[src/rtl/pipeline_pkg.sv]
// Shared pipeline definitions: stage handshake states and occupancy width.
package pipeline_pkg;

  localparam int OCC_W = 2;

  typedef enum logic [1:0] {
    ST_EMPTY = 2'd0,
    ST_BUSY  = 2'd1,
    ST_FULL  = 2'd2
  } stage_state_t;

  // Number of entries held in each state.
  function automatic logic [OCC_W-1:0] occ_of(input stage_state_t s);
    logic [OCC_W-1:0] occ;
    case (s)
      ST_EMPTY: occ = 2'd0;
      ST_BUSY:  occ = 2'd1;
      ST_FULL:  occ = 2'd2;
      default:  occ = 2'd0;
    endcase
    return occ;
  endfunction

endpackage

[src/rtl/elastic_stage_reg.sv]
// Valid/ready pipeline stage register with a 2-entry skid buffer.
// All outputs are flops; no input reaches an output without a clock edge.
module elastic_stage_reg
  import pipeline_pkg::*;
#(
  parameter int              WIDTH        = 97,
  parameter logic [WIDTH-1:0] RESET_DATA  = '0,
  parameter bit              BUBBLE_CLEAR = 1'b1
) (
  input  logic             clk_i,
  input  logic             reset_n_i,
  input  logic             valid_i,
  output logic             ready_o,
  input  logic [WIDTH-1:0] data_i,
  output logic             valid_o,
  input  logic             ready_i,
  output logic [WIDTH-1:0] data_o,
  input  logic             flush_i,
  output logic [OCC_W-1:0] occupancy_o
);

  stage_state_t     state_r, state_nx;
  logic [WIDTH-1:0] main_r, main_nx;
  logic [WIDTH-1:0] skid_r, skid_nx;
  logic             ready_r, valid_r;
  logic [OCC_W-1:0] occ_r;

  // Next-state and datapath selection; flush overrides every transition.
  always_comb begin
    state_nx = state_r;
    main_nx  = main_r;
    skid_nx  = skid_r;
    if (flush_i) begin
      state_nx = ST_EMPTY;
      main_nx  = RESET_DATA;
    end else begin
      case (state_r)
        ST_EMPTY: begin
          if (valid_i) begin
            state_nx = ST_BUSY;
            main_nx  = data_i;
          end else begin
            state_nx = ST_EMPTY;
          end
        end
        ST_BUSY: begin
          if (valid_i && ready_i) begin
            main_nx = data_i;
          end else if (valid_i) begin
            // Stalled accept: park the in-flight payload behind main.
            state_nx = ST_FULL;
            skid_nx  = data_i;
          end else if (ready_i) begin
            state_nx = ST_EMPTY;
            main_nx  = BUBBLE_CLEAR ? RESET_DATA : main_r;
          end else begin
            state_nx = ST_BUSY;
          end
        end
        ST_FULL: begin
          if (ready_i) begin
            state_nx = ST_BUSY;
            main_nx  = skid_r;
          end else begin
            state_nx = ST_FULL;
          end
        end
        default: begin
          state_nx = ST_EMPTY;
          main_nx  = RESET_DATA;
        end
      endcase
    end
  end

  // State, storage and output flags, all updated from the next-state values.
  always_ff @(posedge clk_i or negedge reset_n_i) begin
    if (!reset_n_i) begin
      state_r <= ST_EMPTY;
      main_r  <= RESET_DATA;
      skid_r  <= RESET_DATA;
      ready_r <= 1'b1;
      valid_r <= 1'b0;
      occ_r   <= 2'd0;
    end else begin
      state_r <= state_nx;
      main_r  <= main_nx;
      skid_r  <= skid_nx;
      ready_r <= (state_nx != ST_FULL);
      valid_r <= (state_nx != ST_EMPTY);
      occ_r   <= occ_of(state_nx);
    end
  end

  assign ready_o     = ready_r;
  assign valid_o     = valid_r;
  assign data_o      = main_r;
  assign occupancy_o = occ_r;

endmodule

[config.mk]
export PLATFORM = sky130hd
export DESIGN_NAME = elastic_stage_reg
export DESIGN_NICKNAME = d
export VERILOG_FILES = /design/src/rtl/pipeline_pkg.sv /design/src/rtl/elastic_stage_reg.sv
export SDC_FILE = /design/constraint.sdc
export NUM_CORES = 1
export LEC_CHECK = 0
export CORE_MARGIN = 5
export CORE_UTILIZATION = 46
export CTS_CLUSTER_SIZE = 12
export DETAILED_ROUTE_END_ITERATION = 8
export PLACE_DENSITY = 0.76
export SLEW_MARGIN = 20
export SYNTH_ARGS = -nofsm -noshare
export SYNTH_HDL_FRONTEND = slang
export SYNTH_SLANG_ARGS = --single-unit
export TNS_END_PERCENT = 100
[constraint.sdc]
create_clock -name clk_i -period 2.16 [get_ports clk_i]
set_input_delay 0.54 -clock clk_i [delete_from_list [all_inputs] [get_ports clk_i]]
set_output_delay 0.54 -clock clk_i [all_outputs]
set_load 0.1 [all_outputs]
# Yosys cells after proc, flatten, opt, wreduce, memory -nomap -nowiden
# Cells that the tools add are included.
# word_totals
register_bits,200
latchBits,0
mem_bits_rw,0
mem_bits_ro,0
in_bits,102
out_inout_bits,101
mem_count,0
# op_classes
n_addsub,0
multipliers,0
div_mod_pow,0
magnitude_cmp,0
eq_ne,9
shift,0
n_mux,15
bitwise,2
n_reduce_logical,5
# ops
operator,n
97-bit 2-to-1 mux,6
97-bit one-hot mux with 3 select lines,1
2-bit 2-to-1 mux,4
4-bit inequality test (second input constant),2
4-bit AND reduction,2
3-bit inequality test (second input constant),2
2-bit one-hot mux with 3 select lines,1
2-bit by 1-bit == test with 1-bit output (second input constant),2
2-bit == test (second input constant),2
2-bit one-hot mux with 2 select lines,1
2-bit zero test,1
1-bit 2-to-1 mux,2
2-bit inequality test (second input constant),1
1-bit inverter,2
2-bit nonzero test,1
1-bit logical AND,1

# Logic depth before layout (Yosys ltp)
# depth
depth_word,7
ltp_mapped,7

# Worst setup path after synthesis
# No wires, ideal clock.
# synth_path
kind,input port to flip-flop
from,in valid_i
to,reg skid_r[66]
setup_ps,125
arrival_time_ps,1617
setup_slack_ps,419
cell_stages,6
cell_sequence,nor2b_1 > and2_1 > nand2_1 > buf_4 > buf_4 > mux2_2
# synth_between
elab_chain_len,3
# synth_rtl
element,line_no,source
"start, declared",elastic_stage_reg.sv:12,"input logic valid_i,"
1-bit logical AND,elastic_stage_reg.sv:47,if (valid_i && ready_i) begin
1-bit inverter (no source line),n/a,
4-bit AND reduction (no source line) *,n/a,
"end signal, assigned",elastic_stage_reg.sv:88,skid_r <= skid_nx;
"end, declared",elastic_stage_reg.sv:24,"logic [WIDTH-1:0] skid_r, skid_nx;"
# Every way passes the cells marked *; elsewhere a longest branch is shown, timed or not.
# A chain may end at the register's enable or synchronous reset.

# Final worst setup path
# layout_path
from,in valid_i
to,reg main_r[41] (netlist: data_o[41])
# layout_between
elab_chain_len,4
elab_cells_between_ends,8
# layout_rtl
element,line_no,source
1-bit logical AND,elastic_stage_reg.sv:47,
97-bit 2-to-1 mux,elastic_stage_reg.sv:47,
97-bit one-hot mux with 3 select lines,elastic_stage_reg.sv:37,case (state_r)
97-bit 2-to-1 mux,elastic_stage_reg.sv:33,if (flush_i) begin
"end signal, assigned",elastic_stage_reg.sv:87,main_r <= main_nx;
"end, declared",elastic_stage_reg.sv:23,"logic [WIDTH-1:0] main_r, main_nx;"
# Several ways; a longest one is shown, not always the timed one.

==> out/qor.yml <==
sta:
  setup_viol: 0
  timing_max_transition_violations_final: 0
  fin_worst_skew_ps: 7.71
  period_needed_ps: 1830
  finalHoldViolCount: 0
  rsz0062_at_grt: "no"
  max_frequency_mhz: 546
  fin_crit_sh_pct: 84.8
  worst_pin_slew_ps: 614
  relSlewSlack_pct: 59.1
power_and_ir_drop:
  cell_internal_pwr_mw: 7.29
  switching_share_pct: 32.4
  share_comb_of_total_power_pct: 25.0
  total_power_mw: 10.8
  ir_worst_vdd_v: 0.000522
  clock_power_share_pct: 30.7
  leakage_nw: 4.97
  seq_power_share_pct: 44.4
  power_density_nw_per_um2: 992
  power_switching_mw: 3.50
routing:
  via_count: 5788
  routed_wl_mm: 20.8
  antenna_violating_nets_post_route: 0
  detail_route.iter0.violations: 433
  wl_per_cell_um: 20.8
  drtPass1Iterations: 5
  drt_drc_violations_left: 0
  post_drt_via_cell_ratio: 5.80
yosys:
  postSynthNetCount: 667
  synthesis.area_sq_um: 8080
  main_combinational_cell_family_by_area_after_synthesis: "compound AO/OA/AOI/OAI gates"
  synthSimpleGateAreaFrac_pct: 0.728
  synth_xor_area_share_pct: 0
  postSynthAreaPerCell_sq_um: 14.3
  synth_cell_type_count: 24
  synth_fa_ha_area_share_pct: 0
  count_of_yosys_warnings_during_synthesis: 0
  synth_compound_area_share_pct: 20.4
  yosys-mux-area-fraction_pct: 13.5
  synthesis.instances: 565
  yosysSeqAreaShare_pct: 61.9
  synth_seq_cells: 200
run_status:
  status: "finished, final reports clean"
hold_path:
  min-delay-path-class: "input port to asynchronous set/reset pin"
clock_network:
  clk_latency_ps: 420
  cts_tree: "yes"
  cts.htree.levels: 4
  clock_sinks: 200
  hold_buffers: 0
  cts_setup_buffers: 0
  maximum_clock_insertion_buffer_count: 2
  cts-root-buf: "sky130_fd_sc_hd__clkbuf_16"
  cts-buffers-inserted: 17
  cts_repair_resize_count: 0
  clkTransAtPathRegs_ps: 60
critical_path:
  critical-path-top-delay-family: "buffers and inverters"
  cells_traversed_along_the_worst_timing_path: "clkdlybuf4s50_1 -> nor2b_1 -> a21o_1 -> o31ai_4 -> buf_12 -> o2bb2ai_1"
  crit_type: "input port to flip-flop"
  required_time_at_the_worst_slack_endpoint_ps: 2500
  reg2regPathDepth: 5
  crit_buf_inv: 2
  critPathArrivalTime_ps: 2170
  critPathMaxFanout: 50
  timing.rr.start: "state_r[1]"
  startpoint_type: "input port"
  worstSetupEndpointType: "flip-flop"
  critPathMaxStageDelay_ps: 430
  worstReg2RegEnd: "data_o[41]"
  setup.reg_to_reg.worst_slack_ps: 330
  crit_start: "valid_i"
  slowest_stage: "sky130_fd_sc_hd__clkdlybuf4s50_1"
floorplan:
  design.portCount: 203
  die_h_um: 143
  full_die_area_sq_um: 20300
  core_ar_sq_um: 17300
  initial_utilization_pct: 46.7
  fp.dieW_um: 143
  core.rowCount: 48
global_routing:
  vias_in_the_first_global_route: 6330
  number_of_antenna_violations_at_the_first_check_in_global_routing: 0
  grt_first_pass_wirelength_mm: 33.3
  grt_util_all_layers_pct: 20.5
  grt_overflow: 0
  maximum_number_of_pins_on_one_net_before_global_route_repair: 74
place:
  port_buffers: 202
  post-dp-hpwl_mm: 13.7
  placedCellCount: 966
  routabilityCongestion: 0.805
job:
  max_cap_violations: 0
cells_and_area:
  synthToLayoutAreaGrowth_pct: 34.6
  design.final.nets: 862
  antennaDiodeCount: 0
  post-route-util_pct: 62.9
  drive_gt1_share_pct: 33.5
  final_non_filler_cell_total: 998
[power by group through the flow]
stage | Sequential [mW] | Combinational [mW] | Clock [mW]
floorplan | 5.81 | 0.839 | 0
global placement | 4.80 | 2.63 | 0
detailed placement | 4.84 | 2.71 | 0
CTS | 4.78 | 2.72 | 3.38
global route | 4.86 | 2.84 | 3.54
finish | 4.79 | 2.69 | 3.31
[state kept, by name (all words and copies together), names as in the netlist]
name and count:
data_o 97, ready_o 1, occupancy_o 2, valid_o 1
state_r 2, skid_r 97
[how the worst max path moves through the flow]
stage,to,slack [ps],cells past startpoint
floorplan,skid_r[66],420,6
global placement,skid_r[46],-20,6
detailed placement,data_o[39],-70,6
CTS,data_o[39],360,5
global route,data_o[63],240,5
finish,data_o[41],330,6
[routing by layer]
layer | part of all wire (%) | GRT usage, % | vias to the layer above
met1 | 42 | 27.7 | 2962
li1 | - | - | 2583
met2 | 48 | 32.3 | 219
met4 | 1.2 | 5.85 | 0
met5 | 0 | 0 | -
met3 | 8.8 | 6.25 | 24
[cell families (layout without fill, tap and decap cells)]
family,after synthesis,after routing
AOI/OAI and AO/OA,203,203
DFF,200,200
muxes,97,97
buffers and inverters,54,262
and+or+nand+nor,11,11
[cells in the mapped netlist]
cell | n | area share [%]
sky130_fd_sc_hd__nand2b_1 | 1 | 0.077
sky130_fd_sc_hd__and2_1 | 1 | 0.077
sky130_fd_sc_hd__and2b_1 | 1 | 0.093
sky130_fd_sc_hd__o31ai_2 | 1 | 0.15
sky130_fd_sc_hd__a32oi_2 | 1 | 0.20
sky130_fd_sc_hd__buf_4 | 5 | 0.46
sky130_fd_sc_hd__mux2_2 | 97 | 14
sky130_fd_sc_hd__nor2_1 | 2 | 0.093
sky130_fd_sc_hd__buf_2 | 25 | 1.5
sky130_fd_sc_hd__inv_1 | 3 | 0.14
sky130_fd_sc_hd__dfrtp_1 | 199 | 62
sky130_fd_sc_hd__nor2b_1 | 2 | 0.15
sky130_fd_sc_hd__clkbuf_1 | 18 | 0.84
sky130_fd_sc_hd__a21o_1 | 1 | 0.093
sky130_fd_sc_hd__a21oi_2 | 1 | 0.11
sky130_fd_sc_hd__buf_6 | 3 | 0.42
sky130_fd_sc_hd__o2bb2ai_1 | 97 | 11
sky130_fd_sc_hd__a21oi_1 | 2 | 0.12
sky130_fd_sc_hd__o21ai_0 | 2 | 0.12
sky130_fd_sc_hd__o21bai_1 | 1 | 0.093
sky130_fd_sc_hd__dfstp_2 | 1 | 0.33
sky130_fd_sc_hd__nor3b_1 | 1 | 0.093
sky130_fd_sc_hd__nand2_1 | 3 | 0.14
sky130_fd_sc_hd__a22oi_1 | 97 | 9.0
[through the flow]
| step | TNS [ps] | hold slack, ps | cell area (sq um) | worst slack, ps |
|---|---|---|---|---|
| 2_1_floorplan | 0 | 244 | 8080 | 419 |
| 3_3_place_gp | -1030 | 472 | 10300 | -18.4 |
| 3_5_place_dp | -8010 | 475 | 10300 | -70.7 |
| 4_1_cts | 0 | 143 | 10900 | 361 |
| 5_1_grt | 0 | 164 | 10900 | 243 |
| 6_report | 0 | 130 | 10900 | 329 |
[cell usage in the layout, fill, tap and decap left out, drive strengths merged]
cell type	instances
o21bai	1
clkbuf	24
and2b	1
nor2	2
nor2b	2
clkdlybuf4s50	100
inv	6
clkinv	2
and2	1
nand2b	1
a22oi	97
o21ai	2
dfrtp	199
nand2	3
a32oi	1
a21o	1
dfstp	1
clkinvlp	1
o2bb2ai	97
mux2	97
bufinv	3
a21oi	3
nor3b	1
o31ai	1
buf	126
[final cells by class]
type,count,area (sq um)
Fill cell,1298,6420
Sequential cell,200,5010
Multi-Input combinational cell,311,2840
Timing Repair Buffer,227,2120
Clock buffer,23,478
Tap cell,225,282
Clock inverter,9,138
Inverter,3,11.3
No activity file was read; power rests on OpenSTA's default activity.
